File: config.mk
export PLATFORM = sky130hd
export DESIGN_NAME = shift_sequencer_flat
export DESIGN_NICKNAME = d
export VERILOG_FILES = /design/src/rtl/shift_sequencer_pkg.sv /design/src/rtl/shift_sequencer_if.sv /design/src/rtl/shift_sequencer_step.sv /design/src/rtl/shift_sequencer.sv /design/src/flat_wrapper.sv
export SDC_FILE = /design/constraint.sdc
export NUM_CORES = 1
export LEC_CHECK = 0
export BUFFER_PORTS_ARGS = -buffer_cell sky130_fd_sc_hd__clkbuf_2
export CORE_MARGIN = 2
export CORE_UTILIZATION = 54
export CTS_CLUSTER_SIZE = 10
export DETAILED_ROUTE_END_ITERATION = 16
export PLACE_DENSITY = 0.79
export SETUP_SLACK_MARGIN = 0.05
export SKIP_CTS_REPAIR_TIMING = 1
export SYNTH_ARGS = -nofsm -noshare
export SYNTH_HDL_FRONTEND = slang
export SYNTH_SLANG_ARGS = --single-unit
File: constraint.sdc
create_clock -name clk -period 2 [get_ports clk]
set_input_delay 0.5 -clock clk [delete_from_list [all_inputs] [get_ports clk]]
set_output_delay 0.5 -clock clk [all_outputs]
set_load 0.05 [all_outputs]
File: src/rtl/shift_sequencer_pkg.sv
// Shared constants for the multi-cycle shift sequencer: widths, shift codes
// and FSM state encoding.
package shift_sequencer_pkg;

    localparam int DATA_W = 16;
    localparam int AMT_W  = 4;

    localparam logic [1:0] SH_NONE = 2'b00;
    localparam logic [1:0] SH_LSL  = 2'b01;
    localparam logic [1:0] SH_LSR  = 2'b10;
    localparam logic [1:0] SH_ASR  = 2'b11;

    localparam logic [1:0] ST_IDLE_ENC  = 2'd0;
    localparam logic [1:0] ST_SHIFT_ENC = 2'd1;
    localparam logic [1:0] ST_DONE_ENC  = 2'd2;

    typedef enum logic [1:0] {
        ST_IDLE  = ST_IDLE_ENC,
        ST_SHIFT = ST_SHIFT_ENC,
        ST_DONE  = ST_DONE_ENC
    } state_t;

endpackage

File: src/rtl/shift_sequencer_if.sv
// Start/busy/done request bus of the shift sequencer; the datapath is the
// master, the sequencer is the slave.
interface shift_sequencer_if
    import shift_sequencer_pkg::*;
#(
    parameter int WIDTH = DATA_W,
    parameter int CNT_W = AMT_W
);
    logic             i_start;
    logic [1:0]       i_op;
    logic [CNT_W-1:0] i_amount;
    logic [WIDTH-1:0] i_in;
    logic [1:0]       o_shift_code;
    logic             o_busy;
    logic             o_done;
    logic [WIDTH-1:0] o_out;

    modport master (
        output i_start, i_op, i_amount, i_in,
        input  o_shift_code, o_busy, o_done, o_out
    );

    modport slave (
        input  i_start, i_op, i_amount, i_in,
        output o_shift_code, o_busy, o_done, o_out
    );
endinterface

File: src/rtl/shift_sequencer_step.sv
// Combinational single-step shifter: applies one 2-bit shift code to a word.
// Bits shifted out are discarded; code 00 passes the operand through.
module shift_sequencer_step
    import shift_sequencer_pkg::*;
#(
    parameter int WIDTH = DATA_W
) (
    input  logic [1:0]       i_shift,
    input  logic [WIDTH-1:0] i_in,
    output logic [WIDTH-1:0] o_out
);

    always_comb begin
        // NOTE: default assignment first so no path through the case infers a latch.
        o_out = i_in;
        case (i_shift)
            SH_LSL:  o_out = {i_in[WIDTH-2:0], 1'b0};
            SH_LSR:  o_out = {1'b0, i_in[WIDTH-1:1]};
            SH_ASR:  o_out = {i_in[WIDTH-1], i_in[WIDTH-1:1]};
            default: o_out = i_in;
        endcase
    end

endmodule

File: src/rtl/shift_sequencer.sv
// Multi-cycle shift unit: latches an operand and shifts it one position per
// clock for `amount` cycles, then pulses done with the result held in o_out.
module shift_sequencer
    import shift_sequencer_pkg::*;
#(
    parameter int WIDTH = DATA_W,
    parameter int CNT_W = AMT_W
) (
    input  logic            clk,
    input  logic            reset,
    shift_sequencer_if.slave bus
);

    state_t           r_state;
    state_t           w_next_state;
    logic [WIDTH-1:0] r_acc;
    logic [CNT_W-1:0] r_cnt;
    logic [1:0]       r_op;
    logic [WIDTH-1:0] r_out;

    logic [1:0]       w_shift_code;
    logic [WIDTH-1:0] w_step_out;
    logic [WIDTH-1:0] w_acc_next;
    logic             w_accept;
    logic             w_no_work;

    assign w_accept  = (r_state == ST_IDLE) && bus.i_start;
    assign w_no_work = (bus.i_amount == '0) || (bus.i_op == SH_NONE);

    // Shift code is NONE outside SHIFT, so the step output equals r_acc there.
    shift_sequencer_step #(.WIDTH(WIDTH)) u_step (
        .i_shift (w_shift_code),
        .i_in    (r_acc),
        .o_out   (w_step_out)
    );

    assign w_acc_next = w_accept ? bus.i_in : w_step_out;

    always_ff @(posedge clk) begin
        // NOTE: sequential state uses non-blocking assignments so every register samples pre-edge values.
        if (reset) begin
            r_state <= ST_IDLE;
        end else begin
            r_state <= w_next_state;
        end
    end

    always_comb begin
        w_next_state = r_state;
        case (r_state)
            ST_IDLE: begin
                if (bus.i_start) begin
                    w_next_state = w_no_work ? ST_DONE : ST_SHIFT;
                end
            end
            ST_SHIFT: begin
                if (r_cnt == CNT_W'(1)) begin
                    w_next_state = ST_DONE;
                end
            end
            ST_DONE:  w_next_state = ST_IDLE;
            default:  w_next_state = ST_IDLE;
        endcase
    end

    always_comb begin
        w_shift_code = (r_state == ST_SHIFT) ? r_op : SH_NONE;
    end

    always_ff @(posedge clk) begin
        if (reset) begin
            r_acc <= '0;
            r_cnt <= '0;
            r_op  <= SH_NONE;
            r_out <= '0;
        end else begin
            r_acc <= w_acc_next;
            if (w_accept) begin
                r_op  <= bus.i_op;
                r_cnt <= bus.i_amount;
            end else if (r_state == ST_SHIFT) begin
                r_cnt <= r_cnt - 1'b1;
            end
            // Result register loads only on the edge that enters DONE.
            if ((w_next_state == ST_DONE) && (r_state != ST_DONE)) begin
                r_out <= w_acc_next;
            end
        end
    end

    assign bus.o_shift_code = w_shift_code;
    assign bus.o_busy       = (r_state != ST_IDLE);
    assign bus.o_done       = (r_state == ST_DONE);
    assign bus.o_out        = r_out;

endmodule

File: src/flat_wrapper.sv
// flat-port wrapper written by rule: the top's interface ports become plain ports
module shift_sequencer_flat import shift_sequencer_pkg::*;
#(
    parameter int WIDTH = DATA_W,
    parameter int CNT_W = AMT_W
)
  (clk, reset, bus_i_start, bus_i_op, bus_i_amount, bus_i_in, bus_o_shift_code, bus_o_busy, bus_o_done, bus_o_out);
  shift_sequencer_if #(.WIDTH(WIDTH), .CNT_W(CNT_W)) bus_i ();
  input  logic clk;
  input  logic reset;
  input wire logic [$bits(bus_i.i_start)-1:0] bus_i_start;
  input wire logic [$bits(bus_i.i_op)-1:0] bus_i_op;
  input wire logic [$bits(bus_i.i_amount)-1:0] bus_i_amount;
  input wire logic [$bits(bus_i.i_in)-1:0] bus_i_in;
  output wire logic [$bits(bus_i.o_shift_code)-1:0] bus_o_shift_code;
  output wire logic [$bits(bus_i.o_busy)-1:0] bus_o_busy;
  output wire logic [$bits(bus_i.o_done)-1:0] bus_o_done;
  output wire logic [$bits(bus_i.o_out)-1:0] bus_o_out;
  assign bus_i.i_start = bus_i_start;
  assign bus_i.i_op = bus_i_op;
  assign bus_i.i_amount = bus_i_amount;
  assign bus_i.i_in = bus_i_in;
  assign bus_o_shift_code = bus_i.o_shift_code;
  assign bus_o_busy = bus_i.o_busy;
  assign bus_o_done = bus_i.o_done;
  assign bus_o_out = bus_i.o_out;
  shift_sequencer #(.WIDTH(WIDTH), .CNT_W(CNT_W)) u_core (.clk(clk), .reset(reset), .bus(bus_i));
endmodule
=== Yosys cells after proc, flatten, opt, wreduce, memory -nomap -nowiden ===
Index checks and enable logic that the tools add are counted.

* Add/sub/neg operators: 1
* Equality and inequality tests: 8
* Muxes and demuxes: 9
* Reductions and logical operators: 8

{| class="wikitable"
|+ Operators with widths
! operator !! count
|-
| 16-bit case mux with 3 select lines || 1
|-
| 16-bit two-way mux || 1
|-
| 2-bit equality test, second input constant || 4
|-
| 2-bit two-way mux || 4
|-
| 4-bit two-way mux || 2
|-
| 2-bit by 1-bit equality test with 1-bit output, second input constant || 2
|-
| 4-bit by 1-bit equality test with 1-bit output, second input constant || 1
|-
| 2-bit zero test || 2
|-
| 4-bit zero test || 1
|-
| 2-bit case mux with 2 select lines || 1
|-
| 2-bit nonzero test || 2
|-
| 4-bit by 1-bit subtractor with 4-bit output, second input constant || 1
|-
| 1-bit logical AND || 2
|-
| 2-bit inequality test, second input constant || 1
|-
| 1-bit logical OR || 1
|}

* Flip-flop bits (word level): 40
* Input bits: 25
* Output and inout port bits: 20
* Logic and storage cells: 31

=== Longest topological paths before layout ===
* Word-level depth: 7
* Depth in mapped cells: 8
* Gate-level depth less buffers: 6

=== By module ===
Synthesis repeated with hierarchy kept, for this count alone.

* Cell total of the unflattened synthesis: 226
* Area total of the unflattened synthesis: 2039.5 sq um

{| class="wikitable"
|+ Modules (own cells, without submodules)
! module !! times used !! cells an instance !! area an instance (sq um) !! sequential area each (sq um)
|-
| shift_sequencer || 1 || 175 || 1684.1 || 800.8
|-
| shift_sequencer_step || 1 || 51 || 355.3 || 0.0
|}

=== Worst setup path before layout ===
OpenSTA, ideal clock, no wires.

* Path type: flip-flop to output port
* Start: register u_core.r_op[1]
* End: output bus_o_shift_code[1]
* Arrival time: 1450 ps
* Data required time: 1500 ps
* Setup slack: 50 ps
* Stages on the path, launching flop included: 5
* Path buffers: 3
* Cell sequence: dfxtp_1 buf_2 clkbuf_1 clkbuf_1 and2_1

* Cells in the longest elaborated chain, start to end: 1

{| class="wikitable"
|+ Ends and longest elaborated chain
! element !! RTL line !! source
|-
| start, declared || shift_sequencer.sv:18 || <nowiki>logic [1:0] r_op;</nowiki>
|-
| start signal, assigned || shift_sequencer.sv:79 || <nowiki>r_op <= bus.i_op;</nowiki>
|-
| 2-bit two-way mux || shift_sequencer.sv:67 || <nowiki>w_shift_code = (r_state == ST_SHIFT) ? r_op : SH_NONE;</nowiki>
|-
| end, declared || flat_wrapper.sv:15 || <nowiki>output wire logic [$bits(bus_i.o_shift_code)-1:0] bus_o_shift_code;</nowiki>
|}

No other way between the ends.

=== Final worst setup path ===
* Start: register u_core.r_state[0]
* End: output bus_o_shift_code[1]

* Cells in the longest elaborated chain, start to end: 2

{| class="wikitable"
|+ Ends and longest elaborated chain
! element !! RTL line !! source
|-
| start, declared || shift_sequencer.sv:14 || <nowiki>state_t r_state;</nowiki>
|-
| start signal, assigned || shift_sequencer.sv:44 || <nowiki>r_state <= w_next_state;</nowiki>
|-
| 2-bit by 1-bit equality test with 1-bit output || shift_sequencer.sv:67 ||
|-
| 2-bit two-way mux || shift_sequencer.sv:67 ||
|}

No other way between the ends.

==> impl_metrics.py <==
metrics = {
    "drt": {
        "wire_per_inst_um": 15.4,
        "vias": 1955,
        "wl_um": 5090,
        "route.detailed.drc": 0,
        "drtPass1Iterations": 4,
        "drt_iter0_markers": 148,
        "viasPerCell": 5.91,
        "ant_nets": 0,
    },
    "logic_synthesis": {
        "yosysTopAreaCell": "dfxtp_1",
        "yosys.area.top_type_share": 0.369,
        "synth_fp_nets": 267,
        "synth_edf_count": 0,
        "netlist_area_mm2": 0.00217,
        "async_reset_ff_frac": 0,
        "synth_common_cells": "dfxtp_1 (40), a21oi_1 (20), nand2_1 (20), nor2_1 (18)",
        "ys_ff_latch": 40,
        "netlist_instances": 240,
        "synth_area_per_cell_um2": 9.05,
        "synth-main-ff-cell": "dfxtp_1",
        "ys_types": 43,
        "yosysSeqAreaShare": 0.369,
        "yosysMostFrequentCell": "dfxtp_1",
        "synthTopCellsByArea": "dfxtp_1 (37%), o2bb2ai_2 (6.9%), a2bb2oi_1 (6.1%)",
        "yosys_warnings": 0,
    },
    "critical_path": {
        "crit_path_end_kind": "output pin",
        "rr_worst_depth": 6,
        "reg2reg_from": "u_core.r_cnt[1]",
        "rr_endpoint": "u_core.bus.o_out[0]",
        "startpoint_type": "flip-flop",
        "critPathRequiredTime_ns": 1.50,
        "critPathKind": "flip-flop to output pin",
        "critPathMaxFanout": 11,
        "r2r_slack_ns": 0.21,
        "arrival_ns": 1.39,
    },
    "sta": {
        "finalClockSkew_ns": 0.00513,
        "setup_viol": 0,
        "layout_min_cycle_time_ns": 1.89,
        "max_freq_mhz": 528,
        "drv_slew": 0,
        "rsz0062_at_grt": "yes",
        "relSlewSlack": 0.742,
        "finalHoldViolCount": 0,
        "period_share": 0.947,
        "timing.final.ws_setup_ns": 0.106,
        "worst_slew_pin_slew_ns": 0.387,
    },
    "place": {
        "place_area_mm2": 0.00242,
        "gp_congestion": 0.811,
        "dp_slack_ns": 0.197,
        "portBuffers": 44,
        "dpl.hpwl_um": 3500,
    },
    "floorplan": {
        "fp.dieH_um": 67.4,
        "rows": 23,
        "die_w_um": 67.4,
        "die_area_mm2": 0.00454,
        "start_util": 0.551,
        "coreArea_mm2": 0.00394,
        "design.portCount": 45,
    },
    "power": {
        "power_leakage_uw": 0.00105,
        "vdd_ir_drop_max_mv": 0.491,
        "power.density_mw_per_mm2": 930,
    },
    "clock_tree": {
        "cts_max_level": 2,
        "numCtsBuffers": 5,
        "cts.sinks": 40,
        "clk_latency_ns": 0.30,
        "clk_pin_slew_ns": 0.08,
        "cts_max_path_buffers": 2,
        "cts_tree": "yes",
        "clock-root-buffer": "clkbuf_8",
    },
    "worst_hold_path": {
        "min_from": "u_core.bus.o_out[2]",
        "holdPathEnd": "u_core.bus.o_out[2]",
        "whs_path_depth": 1,
        "hp-class": "flip-flop to flip-flop",
    },
    "finish": {
        "final_util": 0.650,
        "antenna_cells": 0,
        "design_area_mm2": 0.00256,
        "area_growth_pct": 18.1,
        "fillerInstances": 343,
        "drive_above_1_share": 0.317,
        "nNetsFinal": 308,
    },
    "global_route": {
        "grt_first_pass_wirelength_um": 8420,
        "grt_overflow": 0,
        "grt_pass1_vias": 1815,
        "globalRouteTotalUtil": 0.248,
        "grt_max_degree": 20,
        "antenna_found_initial": 0,
    },
    "job": {
        "drv_cap": 0,
    },
    "status": {
        "run_status": "finished, final reports clean",
    },
}
[layout make-up]
type                       instances  area, µm²  area share
clock buffer                       5       68.8      0.0268
clock inverter                     2       60.1      0.0234
inverter                           7       26.3      0.0102
multi-input combinational        170       1220       0.476
sequential                        40        803       0.313
tap                               50       62.6      0.0244
timing repair buffer              57        323       0.126
[layout by cell type (no fill, tap or decap), drive strengths merged, types with 2 or more instances in the layout]
cell and instances:
clkbuf 49, nand4b 14, dfxtp 40, and2 2, nand2b 16, nor3 2
or2 2, ha 2, inv 7, a21oi 20, a2bb2oi 15, nand2 20
a2bb2o 3, buf 13, o22ai 15, a31oi 2, nor2b 5, nor2 18
o21ai 4, bufinv 2, o2bb2ai 13, a22oi 2
[how the worst max path moves through the flow]
stage	startpoint	to	slack [ns]	depth (start not counted)
floorplan	u_core.r_op[1]	bus_o_shift_code[1]	0.05	4
global placement	bus_i_start	u_core.bus.o_out[10]	0.19	6
detailed placement	bus_i_start	u_core.bus.o_out[10]	0.20	6
CTS	u_core.r_state[0]	bus_o_shift_code[1]	-0.12	3
global route	u_core.r_state[0]	bus_o_shift_code[1]	0.05	3
finish	u_core.r_state[0]	bus_o_shift_code[1]	0.11	3
[logic make-up after synthesis]
| logic type | Yosys count | synth area share |
|---|---|---|
| mux | 2 | 0.00980 |
| fa+ha+maj | 2 | 0.0115 |
| simple gates | 86 | 0.229 |
| compound gates | 80 | 0.310 |
| flops | 40 | 0.369 |
| buf+inv | 30 | 0.0703 |
[power by group]
group          internal [µW]  switching [µW]
combinational            263             363
sequential               883            85.3
clock                    491             299
total                   1640             747
[routing by layer]
metal | up-vias | track usage | wire length (µm)
met5 | - | 0 | 0
met4 | 0 | 0.0944 | 91
met3 | 12 | 0.0483 | 315
met2 | 65 | 0.407 | 2350
met1 | 919 | 0.323 | 2320
li1 | 959 | - | -
[critical path: stages, from the launching register on]
cell and delay [ns]:
dfxtp_2 0.45, nor2b_2 0.25, and2_1 0.17, clkbuf_4 0.23
[flip-flops by register name, summed over array words and instances (netlist names)]
register	count
u_core.bus.o_out	16
u_core.r_acc	16
u_core.r_cnt	4
u_core.r_op	2
u_core.r_state	2
[metrics by stage]
step           setup TNS, ns  hold WS (ns)  std cells  power (µW)
2_1_floorplan              0         0.465        240        1460
3_3_place_gp               0         0.449        324        1600
3_5_place_dp               0         0.450        324        1610
4_1_cts               -0.248         0.464        331        2380
5_1_grt                    0         0.485        331        2490
6_report                   0         0.466        331        2380
No activity file was read; power rests on OpenSTA's default activity.
